$ cat src/rtl/fsk_demod_rx_pkg.sv
// Shared tone plan, FSM encoding and per-edge event payload for the FSK receiver.
// FSK_RX_ERRCNT_EN adds the error-counter width used by the optional ERR_CNT port.
package fsk_demod_rx_pkg;

  localparam int unsigned BIT_CYCLES = 16;
  localparam int unsigned P1_MIN     = 3;
  localparam int unsigned P1_MAX     = 5;
  localparam int unsigned P0_MIN     = 7;
  localparam int unsigned P0_MAX     = 9;
  localparam int unsigned ACQ_EDGES  = 4;
  localparam int unsigned TIMEOUT    = 32;
  localparam int unsigned CNT_W      = 6;
`ifdef FSK_RX_ERRCNT_EN
  localparam int unsigned ERR_W      = 8;
`endif

  typedef enum logic [1:0] {
    IDLE  = 2'd0,
    ACQ   = 2'd1,
    TRACK = 2'd2
  } rx_state_e;

  // One-cycle classification result for a measured tone period
  typedef struct packed {
    logic vld;
    logic bit_val;
    logic inv;
  } period_evt_t;

  function automatic logic in_window(input logic [CNT_W-1:0] p,
                                     input int unsigned lo,
                                     input int unsigned hi);
    return (32'(p) >= lo) && (32'(p) <= hi);
  endfunction

endpackage

$ cat src/rtl/fsk_demod_rx_if.sv
// Receiver-side signal bundle: FSK waveform in, recovered bit stream and carrier flag out.
// FSK_RX_ERRCNT_EN adds the ERR_CNT signal.
interface fsk_demod_rx_if;
  import fsk_demod_rx_pkg::*;

  logic             FSK_IN;
  logic             RX_DATA;
  logic             RX_VALID;
  logic             CARRIER_DET;
`ifdef FSK_RX_ERRCNT_EN
  logic [ERR_W-1:0] ERR_CNT;
`endif

  modport master (
    input  FSK_IN,
    output RX_DATA,
    output RX_VALID,
`ifdef FSK_RX_ERRCNT_EN
    output ERR_CNT,
`endif
    output CARRIER_DET
  );

  modport slave (
    output FSK_IN,
    input  RX_DATA,
    input  RX_VALID,
`ifdef FSK_RX_ERRCNT_EN
    input  ERR_CNT,
`endif
    input  CARRIER_DET
  );

endinterface

$ cat src/rtl/fsk_demod_rx_period_meter.sv
// Synchronises FSK_IN, measures rising-edge to rising-edge period and classifies it
// as tone '1', tone '0' or invalid; flags a saturated (timed-out) period counter.
module fsk_demod_rx_period_meter
  import fsk_demod_rx_pkg::*;
(
  input  logic        clk,
  input  logic        rst_n,
  input  logic        fsk_in,
  output period_evt_t evt,
  output logic        timeout_c
);

  logic             sync1_q, sync1_d;
  logic             sync2_q, sync2_d;
  logic             prev_q,  prev_d;
  logic             seen_q,  seen_d;
  logic [CNT_W-1:0] cnt_q,   cnt_d;
  period_evt_t      evt_q,   evt_d;
  logic             rise_c;
  logic             sat_c;

  always_comb begin
    sync1_d = fsk_in;
    sync2_d = sync1_q;
    prev_d  = sync2_q;
    seen_d  = seen_q;
    evt_d   = '0;
    rise_c  = sync2_q & ~prev_q;
    sat_c   = (cnt_q == CNT_W'(TIMEOUT));
    cnt_d   = sat_c ? cnt_q : cnt_q + CNT_W'(1);
    // The edge wins over a simultaneous timeout; the first edge after a gap has no period
    if (rise_c) begin
      cnt_d  = CNT_W'(1);
      seen_d = 1'b1;
      if (seen_q) begin
        if (in_window(cnt_q, P1_MIN, P1_MAX)) begin
          evt_d.vld     = 1'b1;
          evt_d.bit_val = 1'b1;
        end else if (in_window(cnt_q, P0_MIN, P0_MAX)) begin
          evt_d.vld     = 1'b1;
        end else begin
          evt_d.inv     = 1'b1;
        end
      end
    end else if (sat_c) begin
      seen_d = 1'b0;
    end
  end

  assign timeout_c = sat_c & ~rise_c;
  assign evt       = evt_q;

  always_ff @(posedge clk or negedge rst_n) begin
    if (!rst_n) begin
      sync1_q <= 1'b0;
      sync2_q <= 1'b0;
      prev_q  <= 1'b0;
      seen_q  <= 1'b0;
      cnt_q   <= CNT_W'(1);
      evt_q   <= '0;
    end else begin
      sync1_q <= sync1_d;
      sync2_q <= sync2_d;
      prev_q  <= prev_d;
      seen_q  <= seen_d;
      cnt_q   <= cnt_d;
      evt_q   <= evt_d;
    end
  end

endmodule

$ cat src/rtl/fsk_demod_rx.sv
// FSK receiver top: carrier acquisition FSM, bit-timing counter and output strobes.
// Defining FSK_RX_ERRCNT_EN adds a saturating count of invalid periods seen in TRACK.
module fsk_demod_rx
  import fsk_demod_rx_pkg::*;
(
  input  logic           RX_CLK,
  input  logic           RESET_N,
  fsk_demod_rx_if.master rx
);

  period_evt_t      evt;
  logic             timeout_c;

  rx_state_e        state_q,   state_d;
  logic [CNT_W-1:0] acq_cnt_q, acq_cnt_d;
  logic [CNT_W-1:0] bit_cnt_q, bit_cnt_d;
  logic             dec_q,     dec_d;
  logic             data_q,    data_d;
  logic             valid_q,   valid_d;
  logic             carrier_q, carrier_d;
`ifdef FSK_RX_ERRCNT_EN
  logic [ERR_W-1:0] err_cnt_q, err_cnt_d;
`endif

  fsk_demod_rx_period_meter u_meter (
    .clk       (RX_CLK),
    .rst_n     (RESET_N),
    .fsk_in    (rx.FSK_IN),
    .evt       (evt),
    .timeout_c (timeout_c)
  );

  always_comb begin
    state_d   = state_q;
    acq_cnt_d = acq_cnt_q;
    bit_cnt_d = bit_cnt_q;
    dec_d     = dec_q;
    data_d    = data_q;
    valid_d   = 1'b0;
`ifdef FSK_RX_ERRCNT_EN
    err_cnt_d = err_cnt_q;
`endif
    unique case (state_q)
      IDLE: begin
        if (evt.vld) begin
          state_d   = ACQ;
          acq_cnt_d = CNT_W'(1);
        end
      end
      ACQ: begin
        if (evt.inv) begin
          state_d   = IDLE;
          acq_cnt_d = '0;
        end else if (evt.vld) begin
          acq_cnt_d = acq_cnt_q + CNT_W'(1);
          if (acq_cnt_q + CNT_W'(1) >= CNT_W'(ACQ_EDGES)) begin
            state_d   = TRACK;
            bit_cnt_d = '0;
          end
        end
      end
      TRACK: begin
        bit_cnt_d = (bit_cnt_q == CNT_W'(BIT_CYCLES - 1)) ? '0 : bit_cnt_q + CNT_W'(1);
        // A tone change realigns bit timing and suppresses any coincident strobe
        if (evt.vld && (evt.bit_val != dec_q)) begin
          dec_d     = evt.bit_val;
          bit_cnt_d = '0;
        end else if (bit_cnt_q == CNT_W'(BIT_CYCLES / 2 - 1)) begin
          valid_d = 1'b1;
          data_d  = dec_q;
        end
`ifdef FSK_RX_ERRCNT_EN
        if (evt.inv && (err_cnt_q != '1)) begin
          err_cnt_d = err_cnt_q + ERR_W'(1);
        end
`endif
      end
      default: begin
        state_d = IDLE;
      end
    endcase
    // Carrier loss overrides everything and drops any strobe of this cycle
    if (timeout_c) begin
      state_d   = IDLE;
      acq_cnt_d = '0;
      valid_d   = 1'b0;
      data_d    = data_q;
    end
    carrier_d = (state_d == TRACK);
  end

  always_ff @(posedge RX_CLK or negedge RESET_N) begin
    if (!RESET_N) begin
      state_q   <= IDLE;
      acq_cnt_q <= '0;
      bit_cnt_q <= '0;
      dec_q     <= 1'b0;
      data_q    <= 1'b0;
      valid_q   <= 1'b0;
      carrier_q <= 1'b0;
`ifdef FSK_RX_ERRCNT_EN
      err_cnt_q <= '0;
`endif
    end else begin
      state_q   <= state_d;
      acq_cnt_q <= acq_cnt_d;
      bit_cnt_q <= bit_cnt_d;
      dec_q     <= dec_d;
      data_q    <= data_d;
      valid_q   <= valid_d;
      carrier_q <= carrier_d;
`ifdef FSK_RX_ERRCNT_EN
      err_cnt_q <= err_cnt_d;
`endif
    end
  end

  assign rx.RX_DATA     = data_q;
  assign rx.RX_VALID    = valid_q;
  assign rx.CARRIER_DET = carrier_q;
`ifdef FSK_RX_ERRCNT_EN
  assign rx.ERR_CNT     = err_cnt_q;
`endif

endmodule
$ cat src/flat_wrapper.sv
// flat-port wrapper written by rule: the top's interface ports become plain ports
module fsk_demod_rx_flat import fsk_demod_rx_pkg::*;
  (RX_CLK, RESET_N, rx_FSK_IN, rx_RX_DATA, rx_RX_VALID, rx_CARRIER_DET);
  fsk_demod_rx_if rx_i ();
  input  logic RX_CLK;
  input  logic RESET_N;
  input wire logic [$bits(rx_i.FSK_IN)-1:0] rx_FSK_IN;
  output wire logic [$bits(rx_i.RX_DATA)-1:0] rx_RX_DATA;
  output wire logic [$bits(rx_i.RX_VALID)-1:0] rx_RX_VALID;
  output wire logic [$bits(rx_i.CARRIER_DET)-1:0] rx_CARRIER_DET;
  assign rx_i.FSK_IN = rx_FSK_IN;
  assign rx_RX_DATA = rx_i.RX_DATA;
  assign rx_RX_VALID = rx_i.RX_VALID;
  assign rx_CARRIER_DET = rx_i.CARRIER_DET;
  fsk_demod_rx u_core (.RX_CLK(RX_CLK), .RESET_N(RESET_N), .rx(rx_i));
endmodule
$ cat config.mk
export PLATFORM = sky130hd
export DESIGN_NAME = fsk_demod_rx_flat
export DESIGN_NICKNAME = d
export VERILOG_FILES = /design/src/rtl/fsk_demod_rx_pkg.sv /design/src/rtl/fsk_demod_rx_if.sv /design/src/rtl/fsk_demod_rx_period_meter.sv /design/src/rtl/fsk_demod_rx.sv /design/src/flat_wrapper.sv
export SDC_FILE = /design/constraint.sdc
export NUM_CORES = 1
export LEC_CHECK = 0
export BUFFER_PORTS_ARGS = -buffer_cell sky130_fd_sc_hd__buf_4
export CORE_AREA = 10 10 55 79
export CTS_BUF_LIST = sky130_fd_sc_hd__clkbuf_4
export CTS_CLUSTER_DIAMETER = 40
export DETAILED_ROUTE_END_ITERATION = 7
export DIE_AREA = 0 0 65 89
export HOLD_SLACK_MARGIN = 0.1
export PLACE_DENSITY = 0.77
export SLEW_MARGIN = 20
export SYNTH_ARGS = -nofsm -noshare
export SYNTH_HDL_FRONTEND = slang
export SYNTH_SLANG_ARGS = --single-unit
$ cat constraint.sdc
create_clock -name RX_CLK -period 4.23 [get_ports RX_CLK]
set_clock_uncertainty 0.05 [all_clocks]
set_input_delay 0.2115 -clock RX_CLK [delete_from_list [all_inputs] [get_ports RX_CLK]]
set_output_delay 0.2115 -clock RX_CLK [all_outputs]
set_load 0.02 [all_outputs]
-- Yosys cells after proc, flatten, opt, wreduce, memory -nomap -nowiden
Cells that the tools add are included.
- memories: 0
- memory bits (writable): 0
- memory bits (read-only): 0
- logic and storage cells: 85
- flip-flop bits (word level): 31
- latch bits: 0
- bits of input ports: 3
- bitwise operators: 6
- $mul: 0
- order comparisons: 5
- shift-type cells: 0
- eq/ne operators: 13
- add/sub/neg operators: 3
- divide/modulo/power cells: 0
- muxes and demuxes: 32
- reduce and logical (&&, ||, !) cells: 11
- operators by type and width (operator ; count):
    6-bit 2-to-1 mux ; 11
    6-bit case mux with 2 select lines ; 2
    6-bit by 1-bit adder with 6-bit output (second input constant) ; 3
    6-bit by 3-bit >= comparator with 1-bit output (second input constant) ; 2
    1-bit 2-to-1 mux ; 11
    2-bit 2-to-1 mux ; 5
    4-bit AND reduction ; 2
    6-bit by 3-bit == test with 1-bit output (second input constant) ; 1
    6-bit by 4-bit == test with 1-bit output (second input constant) ; 1
    6-bit == test (second input constant) ; 1
    6-bit by 2-bit >= comparator with 1-bit output (second input constant) ; 1
    6-bit by 3-bit <= comparator with 1-bit output (second input constant) ; 1
    6-bit by 4-bit <= comparator with 1-bit output (second input constant) ; 1
    3-bit 2-to-1 mux ; 2
    2-bit inequality test (second input constant) ; 3
    2-bit case mux with 3 select lines ; 1
    2-bit == test (second input constant) ; 2
    4-bit by 3-bit inequality test with 1-bit output (second input constant) ; 1
    1-bit inverter ; 4
    2-bit nonzero test ; 2
    1-bit logical AND ; 3
    3-bit by 2-bit inequality test with 1-bit output (second input constant) ; 1
    3-bit AND reduction ; 1
    3-bit nonzero test ; 1
    6 further kinds ; 7

-- Logic depth before layout (Yosys ltp)
- word-level depth: 8
- gate-level depth with buffers: 7
- gate-level depth less buffers: 7

-- Modules after synthesis
Synthesis repeated with hierarchy kept, for this count alone.
- cell total of the unflattened synthesis: 158
- area total of the unflattened synthesis: 1600.3 sq um
- by module, submodules not included (module ; area each (sq um) ; sequential area each (sq um) ; cells each ; instances):
    fsk_demod_rx ; 974.7 ; 450.4 ; 102 ; 1
    fsk_demod_rx_period_meter ; 625.6 ; 326.6 ; 56 ; 1

-- Worst setup path after synthesis
Ideal clock, no wire load.
- path kind: register -> register
- from: reg u_core.u_meter.cnt_q[0]
- to: reg u_core.data_q (netlist: u_core.rx.RX_DATA)
- cell stages (with the launch flop): 7
- data required time: 4055 ps
- setup time: 125 ps
- path slack: 2484 ps
- arrival time: 1571 ps
- path through: dfstp_2 inv_1 ha_1 nand4bb_4 nor3_4 nor4b_4 mux2_4
- cells in the longest elaborated chain, start to end: 4
- RTL lines (what ; RTL line ; text):
    start, declared ; fsk_demod_rx_period_meter.sv:17 ; logic [CNT_W-1:0] cnt_q, cnt_d;
    start signal, assigned ; fsk_demod_rx_period_meter.sv:66 ; cnt_q <= cnt_d;
    6-bit == test ; fsk_demod_rx_period_meter.sv:29 ; sat_c = (cnt_q == CNT_W'(TIMEOUT));
    1-bit bitwise AND ; fsk_demod_rx_period_meter.sv:50 ; assign timeout_c = sat_c & ~rise_c;
    1-bit inverter (no line) ; - ;
    4-bit AND reduction (no line) ; - ;
    end signal, assigned ; fsk_demod_rx.sv:109 ; data_q <= data_d;
    end, declared ; fsk_demod_rx.sv:18 ; logic data_q, data_d;
No other way between the ends.
A chain may end at the register's enable or synchronous reset.

-- Worst setup path in the final report
- from: reg u_core.u_meter.cnt_q[1]
- to: reg u_core.acq_cnt_q[3]
- cells in the longest elaborated chain, start to end: 4
- elaborated cells between the ends (all ways): 7
- classes of those cells: 3 x eq/ne; 1 x mux; 1 x bitwise; 2 x reduce/logical
- RTL lines (what ; RTL line ; text):
    6-bit == test * ; fsk_demod_rx_period_meter.sv:29 ;
    1-bit bitwise AND * ; fsk_demod_rx_period_meter.sv:50 ;
    4-bit by 3-bit inequality test with 1-bit output (no line) (tied with other cells) ; - ;
    3-bit AND reduction (no line) ; - ;
    end signal, assigned ; fsk_demod_rx.sv:106 ; acq_cnt_q <= acq_cnt_d;
    end, declared ; fsk_demod_rx.sv:15 ; logic [CNT_W-1:0] acq_cnt_q, acq_cnt_d;
Mark *: on every way between the ends. The rest lies on a longest branch, timed or not.

==> summary.md <==
| Metric | Value |
|---|---|
| Register share of total power | between 50 and 60% |
| Total track usage | between 10% and 20% |
| Clock sinks | 31 |
| Arr. time, crit path | about 2.2 ns |
| Register area share after synthesis | 47.5% |
| Top-count cell post-synth | dfrtp_1 |
| Post-synthesis simple-gate area fraction | around a quarter |
| Maximum net fanout on the critical path | 4 |
| Met3 usage | under 10% |
| Clock buffer depth | 2 |
| Post-CTS Setup Inserts | 0 |
| Crit path to | u_core.acq_cnt_q[3] |
| Met1 usage | 11.6% |
| GR Layer Usage met2 | between 20 and 25% |
| RSZ-0062 raised after global routing | no |
| Area of the core | between 3000 and 4000 um^2 |
| Crit path launch type | register |
| Die Ht | 89 um |
| P_int | about 540 uW |
| Slew Limit Headroom | between 40% and 50% |
| Cells after Synth | roughly 160 |
| Final period util | a little under half |
| Leading area contributor after synthesis | dfrtp_1 |
| Via count | about 1200 |
| Post-route ant nets | 0 |
| FP Rows | 25 |
| Post-synth top area share | approximately 46% |
| Finish-stage setup viols | 0 |
| Post-synth ARST share | 100% |
| Yosys Warn Count | 0 |
| Reg2reg setup slack | 2.24 ns |
| Die area | between 5000 and 6000 um^2 |
| Design Area, Final | 1790 um^2 |
| Post-synth EDFFs | 0 |
| Slew of the pin with the lowest slew margin | around 0.75 ns |
| Syn_area_per_cell | slightly above 10 um^2 |
| DRT iter0 DRCs | 17 |
| Synth cell types | 40 |
| Total CTS buffers | 5 |
| XOR/XNOR Fraction of Synth Area | 4.82% |
| Max cap viols | 0 |
| Net Count, Synth | around 170 |
| DRC | 0 |
| F_max | 503 MHz |
| Status | finished, final reports clean |
| PD cells | 451 nW/um^2 |
| R2r endpoint | u_core.acq_cnt_q[3] |
| Area growth from synthesis to layout | 9.72% |
| Critical Path RT | 4.39 ns |
| CTS Root Cell | clkbuf_4 |
| H-tree depth | 2 |
| Max Slew Vio Count | 0 |
| Crit. End Element | register |
| Post-Syn Area | approximately 1600 um^2 |
| Hold Fails Final Rpt | 0 |
| Leak | roughly 0.00077 uW |
| Largest net degree at the start of global routing | 32 |
| Final TNS setup | 0 ns |
| Clock power share | 28.1% |
| Length in cells of the worst reg-to-reg path | 7 |
| Total net switching power | between 200 and 300 uW |
| Number of global-route vias before repair | about 1300 |
| Synth area leaders | dfrtp_1 (46%), ha_1 (4.6%), nand2_1 (3.9%) |
| Fraction of synthesized area in multiplexers | 2.22% |
| Vias per Instance | 5.70 |
| Largest family of logic cells by synthesized area | simple AND/OR/NAND/NOR gates |
| Initial Util | a little over half |
| GRT Residual Overflow | 0 |
| Share of layout cells above drive strength 1 | approximately 15% |
| Clock insertion delay at the later pin of the skew report | 0.35 ns |
| Routed WL per cell | about 15 um |
| Peak VDD IR | ~0.00033 V |
| Top post-synthesis cells by count | dfrtp_1 (30), nand2_1 (17), o21ai_0 (12) |
| Post-synthesis compound-gate area fraction | between 10 and 15% |
| Area after DPL | between 1500 and 2000 um^2 |
| Die width | approximately 65 um |
| Switching share of power | about a third |
| Initial antenna violation count | 0 |
| Adder-cell share of the synthesized area | between 4 and 5% |
| Diode count | 0 |
| Primary FF master, synth | dfrtp_1 |
| Final min period | about 2.0 ns |
| #FFs+latches synth | 31 |
| Detailed Place HPWL | about 2200 um |
| NumNets Final | about 180 |
| Setup CP Type | register to register |
| RR Startpoint | u_core.u_meter.cnt_q[1] |
| Hold WC Path Type | input pin to asynchronous set/reset pin |
| Comb power frac | a little over a fifth |
| Drt first pass iters | 4 |
| Top Ports | 6 |
| Reg clk slew, reported paths | approximately 0.1 ns |
| Gp weighted congestion | around 0.84 |
| Final WL | slightly above 3000 um |
| Number of buffers inserted by port buffering | 5 |
| Critical path origin | u_core.u_meter.cnt_q[1] |
| Global-route wire length before repair | 5660 um |
| CTS tree | done |
| Layer with the highest usage | met2 |
[metrics by stage]
step | cells | utilization [%] | total power [uW] | setup WS [ns] | hold slack, ns
floorplan | 159 | - | 551 | 2.48 | -0.134
global placement | 200 | 55.9 | 575 | 2.34 | 0.112
detailed placement | 200 | 55.9 | 586 | 2.27 | 0.115
CTS | 210 | 59.1 | 817 | 2.25 | 0.274
global route | 210 | 59.1 | 866 | 1.98 | 0.307
finish | 210 | 59.1 | 809 | 2.24 | 0.267
[worst max-delay path, cell delays in order, from the launching register on]
cell and delay [ns]:
dfrtp_1 0.42, inv_1 0.09, ha_1 0.25, nand4bb_4 0.16, o31ai_1 0.56, nor2b_1 0.10, o21ai_1 0.14, o31ai_1 0.08
[timing repair]
item | 4_1_cts | 5_1_grt
endpoints found under the hold margin | 32 | 0
hold buffers | 2 | 0
resized for setup | 0 | 0
[layer usage]
layer,routed length (um),share of wire [%],up-vias
met5,0,0,-
met4,71,2.3,0
met3,103,3.3,7
met2,1680,54,12
met1,1240,40,601
li1,-,-,576
[sequential cells by signal, summed over array words and instances, names as in the netlist]
signal / cells
u_core.u_meter.sync1_q: 1
u_core.u_meter.prev_q: 1
u_core.bit_cnt_q: 6
u_core.u_meter.cnt_q: 6
u_core.dec_q: 1
u_core.rx.RX_DATA: 1
u_core.rx.CARRIER_DET: 1
u_core.state_q: 2
u_core.acq_cnt_q: 6
u_core.u_meter.evt: 3
u_core.u_meter.seen_q: 1
u_core.u_meter.prev_d: 1
u_core.rx.RX_VALID: 1
[area by class of cell]
| class | count | area [um^2] |
|---|---|---|
| inverters | 5 | 18.8 |
| multi-input cells | 119 | 813 |
| clock buffers | 5 | 37.5 |
| flip-flops and latches | 31 | 777 |
| fillers | 287 | 1240 |
| well taps | 40 | 50.0 |
| clock inverters | 3 | 38.8 |
| repair buffers | 7 | 57.6 |
[how the worst min path moves through the flow]
stage / depth (start not counted) / slack [ns] / endpoint / from
after floorplan: 0 / -0.13 / u_core.acq_cnt_q[0] / RESET_N
after global placement: 1 / 0.11 / u_core.bit_cnt_q[4] / RESET_N
after detailed placement: 1 / 0.11 / u_core.bit_cnt_q[2] / RESET_N
after CTS: 2 / 0.27 / u_core.bit_cnt_q[2] / RESET_N
after global routing: 2 / 0.31 / u_core.u_meter.sync1_q / RESET_N
final: 2 / 0.27 / u_core.bit_cnt_q[2] / RESET_N
[cell usage in the layout, fill, tap and decap left out, types with 2 or more instances in the layout]
cell type	count
o21ai_1	3
a31oi_1	2
xor2_1	4
nand2_1	17
xnor2_1	5
and2_1	2
ha_1	6
o31ai_1	3
a21oi_1	7
and3_1	2
nor2b_1	7
nand3_1	7
dfrtp_1	30
buf_4	5
o21ai_0	12
nor3_1	4
clkbuf_4	5
a2bb2oi_1	2
nor4_1	6
nor2_1	11
inv_1	5
nand2b_1	2
nor2_2	2
dlygate4sd3_1	2
[logic make-up after synthesis]
group | after synthesis
AND/OR/NAND/NOR | 65
XOR/XNOR | 9
buffers and inverters | 9
multiplexers | 3
adder cells (fa/ha/maj) | 6
flip-flops | 31
AO/OA/AOI/OAI | 36
[power groups by stage]
stage               sequential [uW]  clock [uW]  combinational, uW
finish                          413         227                169
global route                    423         242                200
CTS                             411         234                172
detailed placement              418           0                169
global placement                413           0                162
floorplan                       383           0                167
No activity file was read; power rests on OpenSTA's default activity.
